[src/rtl/vrc_pkg.sv]
// Shared types and address-line unswizzling for the VRC2/4/6 register front-end.
// Mapper constants and the index decode are reused by the register bank and IRQ counter.
package vrc_pkg;

  typedef enum logic {
    IDLE,
    HIGH
  } state_e;

  localparam logic [7:0] MAP_VRC21 = 8'd21;
  localparam logic [7:0] MAP_VRC22 = 8'd22;
  localparam logic [7:0] MAP_VRC23 = 8'd23;
  localparam logic [7:0] MAP_VRC24 = 8'd24;
  localparam logic [7:0] MAP_VRC25 = 8'd25;
  localparam logic [7:0] MAP_VRC26 = 8'd26;

  // Each board wires different CPU address lines to the register select.
  function automatic logic [1:0] vrc_idx(
    input logic [7:0]  map_idx,
    input logic [15:0] a
  );
    logic hi;
    logic lo;
    hi = a[1];
    lo = a[0];
    unique case (map_idx)
      MAP_VRC21: begin
        hi = a[2] | a[7];
        lo = a[1] | a[6];
      end
      MAP_VRC22: begin
        hi = a[0];
        lo = a[1];
      end
      MAP_VRC23: begin
        hi = a[1] | a[3];
        lo = a[0] | a[2];
      end
      MAP_VRC24: begin
        hi = a[1];
        lo = a[0];
      end
      MAP_VRC25: begin
        hi = a[0] | a[2];
        lo = a[1] | a[3];
      end
      MAP_VRC26: begin
        hi = a[0];
        lo = a[1];
      end
      default: begin
        hi = a[1];
        lo = a[0];
      end
    endcase
    return {hi, lo};
  endfunction

endpackage

[src/rtl/vrc_reg_decode_m2_sync.sv]
// M2 synchroniser into the clk domain with single-cycle rise/fall pulses.
// The edge pulses are combinational from the last two synchronised samples.
module m2_sync #(
  parameter int SYNC_STAGES = 2
) (
  input  logic clk,
  input  logic rst_n,
  input  logic m2_i,
  output logic sync_o,
  output logic rise_o,
  output logic fall_o
);

  logic [SYNC_STAGES-1:0] chain_q;
  logic                   prev_q;

  always_ff @(posedge clk or negedge rst_n) begin
    if (!rst_n) begin
      chain_q <= '0;
      prev_q  <= 1'b0;
    end else begin
      chain_q <= {chain_q[SYNC_STAGES-2:0], m2_i};
      prev_q  <= chain_q[SYNC_STAGES-1];
    end
  end

  assign sync_o = chain_q[SYNC_STAGES-1];
  assign rise_o = sync_o & ~prev_q;
  assign fall_o = ~sync_o & prev_q;

endmodule

[src/rtl/vrc_reg_decode.sv]
// CPU bus front-end: qualifies M2 cycles and turns writes to $8000-$FFFF
// into canonical $X000..$X003 register writes with a one-cycle strobe.
module vrc_reg_decode #(
  parameter int SYNC_STAGES = 2,
  parameter int MIN_HIGH    = 4,
  parameter int DATA_DLY    = 3
) (
  input  logic        clk,
  input  logic        rst_n,
  input  logic        m2,
  input  logic [15:0] cpu_addr,
  input  logic [7:0]  cpu_data,
  input  logic        cpu_rw,
  input  logic [7:0]  map_idx,
  input  logic        map_rst,
  output logic [15:0] reg_addr,
  output logic [7:0]  reg_data,
  output logic        reg_we,
  output logic        m2_rise
);

  import vrc_pkg::*;

  localparam logic [3:0] MIN_C = 4'(MIN_HIGH);
  localparam logic [3:0] DLY_C = 4'(DATA_DLY);

  logic s_sync;
  logic s_rise;
  logic s_fall;

  state_e      state_q, state_d;
  logic [3:0]  cnt_q, cnt_d;
  logic [15:0] sh_addr_q, sh_addr_d;
  logic [7:0]  sh_data_q, sh_data_d;
  logic        sh_rw_q, sh_rw_d;
  logic [15:0] reg_addr_q, reg_addr_d;
  logic [7:0]  reg_data_q, reg_data_d;
  logic        reg_we_q, reg_we_d;
  logic        rise_q, rise_d;

  m2_sync #(
    .SYNC_STAGES(SYNC_STAGES)
  ) u_sync (
    .clk   (clk),
    .rst_n (rst_n),
    .m2_i  (m2),
    .sync_o(s_sync),
    .rise_o(s_rise),
    .fall_o(s_fall)
  );

  always_comb begin
    state_d    = state_q;
    cnt_d      = cnt_q;
    sh_addr_d  = sh_addr_q;
    sh_data_d  = sh_data_q;
    sh_rw_d    = sh_rw_q;
    reg_addr_d = reg_addr_q;
    reg_data_d = reg_data_q;
    reg_we_d   = 1'b0;
    rise_d     = 1'b0;
    unique case (state_q)
      IDLE: begin
        if (s_rise) begin
          state_d = HIGH;
          cnt_d   = 4'd0;
          rise_d  = 1'b1;
          // Stale shadow must never look like a write.
          sh_rw_d = 1'b1;
        end
      end
      HIGH: begin
        if (s_fall) begin
          state_d = IDLE;
          if (cnt_q >= MIN_C && !sh_rw_q && sh_addr_q[15]) begin
            reg_we_d   = 1'b1;
            reg_addr_d = {sh_addr_q[15:12], 10'b0,
                          vrc_idx(map_idx, sh_addr_q)};
            reg_data_d = sh_data_q;
          end
        end else begin
          if (cnt_q != 4'hF) cnt_d = cnt_q + 4'd1;
          if (cnt_q == DLY_C) begin
            sh_addr_d = cpu_addr;
            sh_data_d = cpu_data;
            sh_rw_d   = cpu_rw;
          end
        end
      end
      default: state_d = IDLE;
    endcase
  end

  always_ff @(posedge clk or negedge rst_n) begin
    if (!rst_n) begin
      state_q    <= IDLE;
      cnt_q      <= 4'd0;
      sh_addr_q  <= 16'h0000;
      sh_data_q  <= 8'h00;
      sh_rw_q    <= 1'b1;
      reg_addr_q <= 16'h0000;
      reg_data_q <= 8'h00;
      reg_we_q   <= 1'b0;
      rise_q     <= 1'b0;
    end else if (map_rst) begin
      state_q    <= IDLE;
      cnt_q      <= 4'd0;
      sh_addr_q  <= 16'h0000;
      sh_data_q  <= 8'h00;
      sh_rw_q    <= 1'b1;
      reg_addr_q <= 16'h0000;
      reg_data_q <= 8'h00;
      reg_we_q   <= 1'b0;
      rise_q     <= 1'b0;
    end else begin
      state_q    <= state_d;
      cnt_q      <= cnt_d;
      sh_addr_q  <= sh_addr_d;
      sh_data_q  <= sh_data_d;
      sh_rw_q    <= sh_rw_d;
      reg_addr_q <= reg_addr_d;
      reg_data_q <= reg_data_d;
      reg_we_q   <= reg_we_d;
      rise_q     <= rise_d;
    end
  end

  assign reg_addr = reg_addr_q;
  assign reg_data = reg_data_q;
  assign reg_we   = reg_we_q;
  assign m2_rise  = rise_q;

endmodule
[config.mk]
export PLATFORM = sky130hd
export DESIGN_NAME = vrc_reg_decode
export DESIGN_NICKNAME = d
export VERILOG_FILES = /design/src/rtl/vrc_pkg.sv /design/src/rtl/vrc_reg_decode_m2_sync.sv /design/src/rtl/vrc_reg_decode.sv
export SDC_FILE = /design/constraint.sdc
export NUM_CORES = 1
export LEC_CHECK = 0
export ABC_AREA = 1
export BUFFER_PORTS_ARGS = -buffer_cell sky130_fd_sc_hd__buf_2
export CORE_UTILIZATION = 35
export DETAILED_ROUTE_END_ITERATION = 16
export HOLD_SLACK_MARGIN = 0.02
export PLACE_DENSITY = 0.67
export SLEW_MARGIN = 20
export SYNTH_ARGS = -nofsm -noshare
export SYNTH_HDL_FRONTEND = slang
export SYNTH_SLANG_ARGS = --single-unit
export TNS_END_PERCENT = 30
[constraint.sdc]
create_clock -name clk -period 1.9 [get_ports clk]
set_input_delay 0.095 -clock clk [delete_from_list [all_inputs] [get_ports clk]]
set_output_delay 0.095 -clock clk [all_outputs]
set_load 0.005 [all_outputs]
==> flow_summary.yaml <==
status:
  status: "finished clean"
worst_setup_path:
  critPathArrivalTime_ps: 1690
  crit_path_end_kind: "flip-flop"
  critPathLaunchType: "flip-flop"
  worstSetupPathType: "reg2reg"
  cpPeakStageDelay_ps: 420
  cp_max_fo: 18
  cpMaxStageDelayCell: "o21ai_4"
  path_cells: "ha_1 > nand2_2 > o21ai_4 > o21ai_0"
  required_ps: 2050
logic_synthesis:
  yosysSeqAreaShare_pct: 50.35
  syn_area_per_cell_um2: 8.733
  synthCells: 245
  syn_area_um2: 2140
  synth_warnings: 0
  yosysUniqueCellTypes: 26
  ys_ff_latch: 43
timing:
  finalClockSkew_ps: 9.959
  tns_ps: 0
  grt_setup_unrepaired: "no"
  min_period_over_period_pct: 80.84
  period_minus_slack_ps: 1536
  fmax_mhz: 651.1
  finalMaxSlewViolations: 0
  setup_viol: 0
  layout_setup_ws_ps: 364.1
  hold_violations: 0
routing:
  initialDrtViolationCount: 45
  postRouteAntennaNets: 0
  drc: 0
  drtPass1Iterations: 4
  drt-total-wl_um: 4206
  wl_per_cell_um: 11.31
  num_vias: 1668
  vias_per_cell: 4.484
power_and_ir_drop:
  clkPwrFrac_pct: 40.2
  seq_power_share_pct: 52.3
  combPwrFrac_pct: 7.5
  leakage_nw: 1.284
  intPower_mw: 1.364
  swShare_pct: 23.52
  p_total_mw: 1.783
  vdd_drop_max_v: 0.0003764
  power_density_nw_per_um2: 708.3
  p_sw_mw: 0.4195
die:
  dieWidth_um: 80.19
  rows: 28
  dieArea_um2: 6430
  core_um2: 5921
  start_util_pct: 36.14
  num_io_pins: 63
  die_h_um: 80.19
layout:
  final_cell_mix: "buf_2 (46), dfrtp_1 (42), nand2_1 (41)"
  drive_above_1_share_pct: 28.96
  nNetsFinal: 334
  diodes: 0
  syn_to_final_growth_pct: 17.66
  n_fill_cell: 603
  final_common_cell: "buf_2"
clock_tree:
  root_buffer: "clkbuf_8"
  cts_resized: 0
  cts_max_level: 2
  clk_latency_ps: 300
  clkTransAtPathRegs_ps: 90
  clk_path_buf_depth: 2
  clkSinkCount: 43
  cts_tree: "built"
  postCtsSetupBuffers: 0
  numCtsBuffers: 5
flow_run:
  maxCapViolations: 0
global_route:
  grt_pass1_wl_um: 6975
  grt_pass1_vias: 1555
  gr-total-overflow: 0
  antenna_found_initial: 0
  grt_max_degree: 19
  grt.total_usage_pct: 14.41
place:
  dp_hpwl_um: 3048
  dp_slack_ps: 369.7
  place.gp.congestion: 0.8407
  io_buffers: 46
min_path:
  hp-class: "in2reg"
==> worst paths after layout <==
path,start,end,slack (ps),cells after the start
setup / recovery,cnt_q[0],sh_addr_q[2],360,4
hold / removal,cpu_addr[13],sh_addr_q[13],30,3
setup reg to reg,cnt_q[0],sh_addr_q[2],360,4
hold reg to reg,u_sync.chain_q[0],u_sync.chain_q[1],350,0
max in group asynchronous,rst_n,sh_addr_q[12],1130,3
min in group asynchronous,rst_n,sh_addr_q[15],220,2
==> Yosys cell counts <==
cell | instances | area share, %
nand2_4 | 1 | 0.53
o21ai_4 | 1 | 0.76
nor2_2 | 3 | 0.88
conb_1 | 1 | 0.18
a21oi_1 | 6 | 1.4
o21ai_1 | 5 | 1.2
buf_4 | 12 | 4.2
nand2_2 | 2 | 0.58
nand2_1 | 41 | 7.2
nand4_2 | 1 | 0.58
nor2_1 | 13 | 2.3
o21ai_2 | 10 | 4.1
nor3_1 | 3 | 0.70
buf_6 | 4 | 2.1
inv_2 | 4 | 0.70
nor3_2 | 2 | 0.94
dfstp_2 | 1 | 1.2
dfrtp_1 | 42 | 49
nand3_1 | 26 | 6.1
nor3b_2 | 1 | 0.58
o21ai_0 | 19 | 4.4
ha_1 | 1 | 0.58
nor2_4 | 3 | 1.6
o211ai_1 | 2 | 0.70
o21a_1 | 1 | 0.35
inv_1 | 40 | 7.0
==> power groups by stage <==
stage | clock network, mW | logic [mW] | registers [mW]
CTS | 0.737 | 0.139 | 0.932
floorplan | 0 | 0.0823 | 0.949
detailed placement | 0 | 0.135 | 0.951
global route | 0.774 | 0.155 | 0.934
finish | 0.716 | 0.134 | 0.932
global placement | 0 | 0.134 | 0.950
==> per-stage QoR <==
stage	utilization (%)	hold slack (ps)	area (µm²)	instances
6_report	42.52	29.76	2517	372
5_1_grt	42.52	26.15	2517	372
4_1_cts	42.52	27.69	2517	372
3_5_place_dp	40.28	18.18	2385	362
3_3_place_gp	40.28	11.16	2385	362
2_1_floorplan	-	-200.6	2173	254
==> critical path: cells and delay by family, from the launching register on <==
kind | cells | cell delay [ps]
AO/OA/AOI/OAI | 2 | 600
flip-flops | 1 | 400
AND/OR/NAND/NOR | 1 | 130
adder cells (fa/ha/maj) | 1 | 270
==> sequential cells by signal, summed over array words and instances, names as in the netlist <==
name	cells
reg_addr	6
reg_we	1
u_sync.prev_q	1
sh_addr_q	10
state_q	1
m2_rise	1
sh_rw_q	1
u_sync.chain_q	2
cnt_q	4
reg_data	8
sh_data_q	8
==> area by class of cell <==
cell class / instances / area (µm²) / share of cell area (%)
clock buffer: 5 / 68.82 / 2.734
clock inverter: 3 / 43.79 / 1.740
inverter: 44 / 165.2 / 6.561
multi-input combinational: 151 / 795.8 / 31.61
sequential: 43 / 1077 / 42.79
tap: 75 / 93.84 / 3.728
timing repair buffer: 51 / 272.8 / 10.84
==> cells by family after synthesis <==
family,Yosys count,synth area share (%)
and+or+nand+nor,96,21.93
adders and majority gates,1,0.5847
DFF,43,50.35
buffers and inverters,60,14.03
AOI/OAI and AO/OA,44,12.92
other,1,0.1753
==> timing repair <==
item	4_1_cts	5_1_grt
setup endpoints to repair	0	0
hold endpoints to repair	14	0
hold buffers	2	0
==> routing by layer <==
layer / vias up / GRT usage (%) / wire, µm
li1: 856 / - / -
met1: 766 / 17.46 / 1961
met2: 40 / 24.96 / 2006
met3: 6 / 3.409 / 186
met4: 0 / 4.821 / 52
met5: - / 0 / 0
Power figures use the tool's default switching activity.
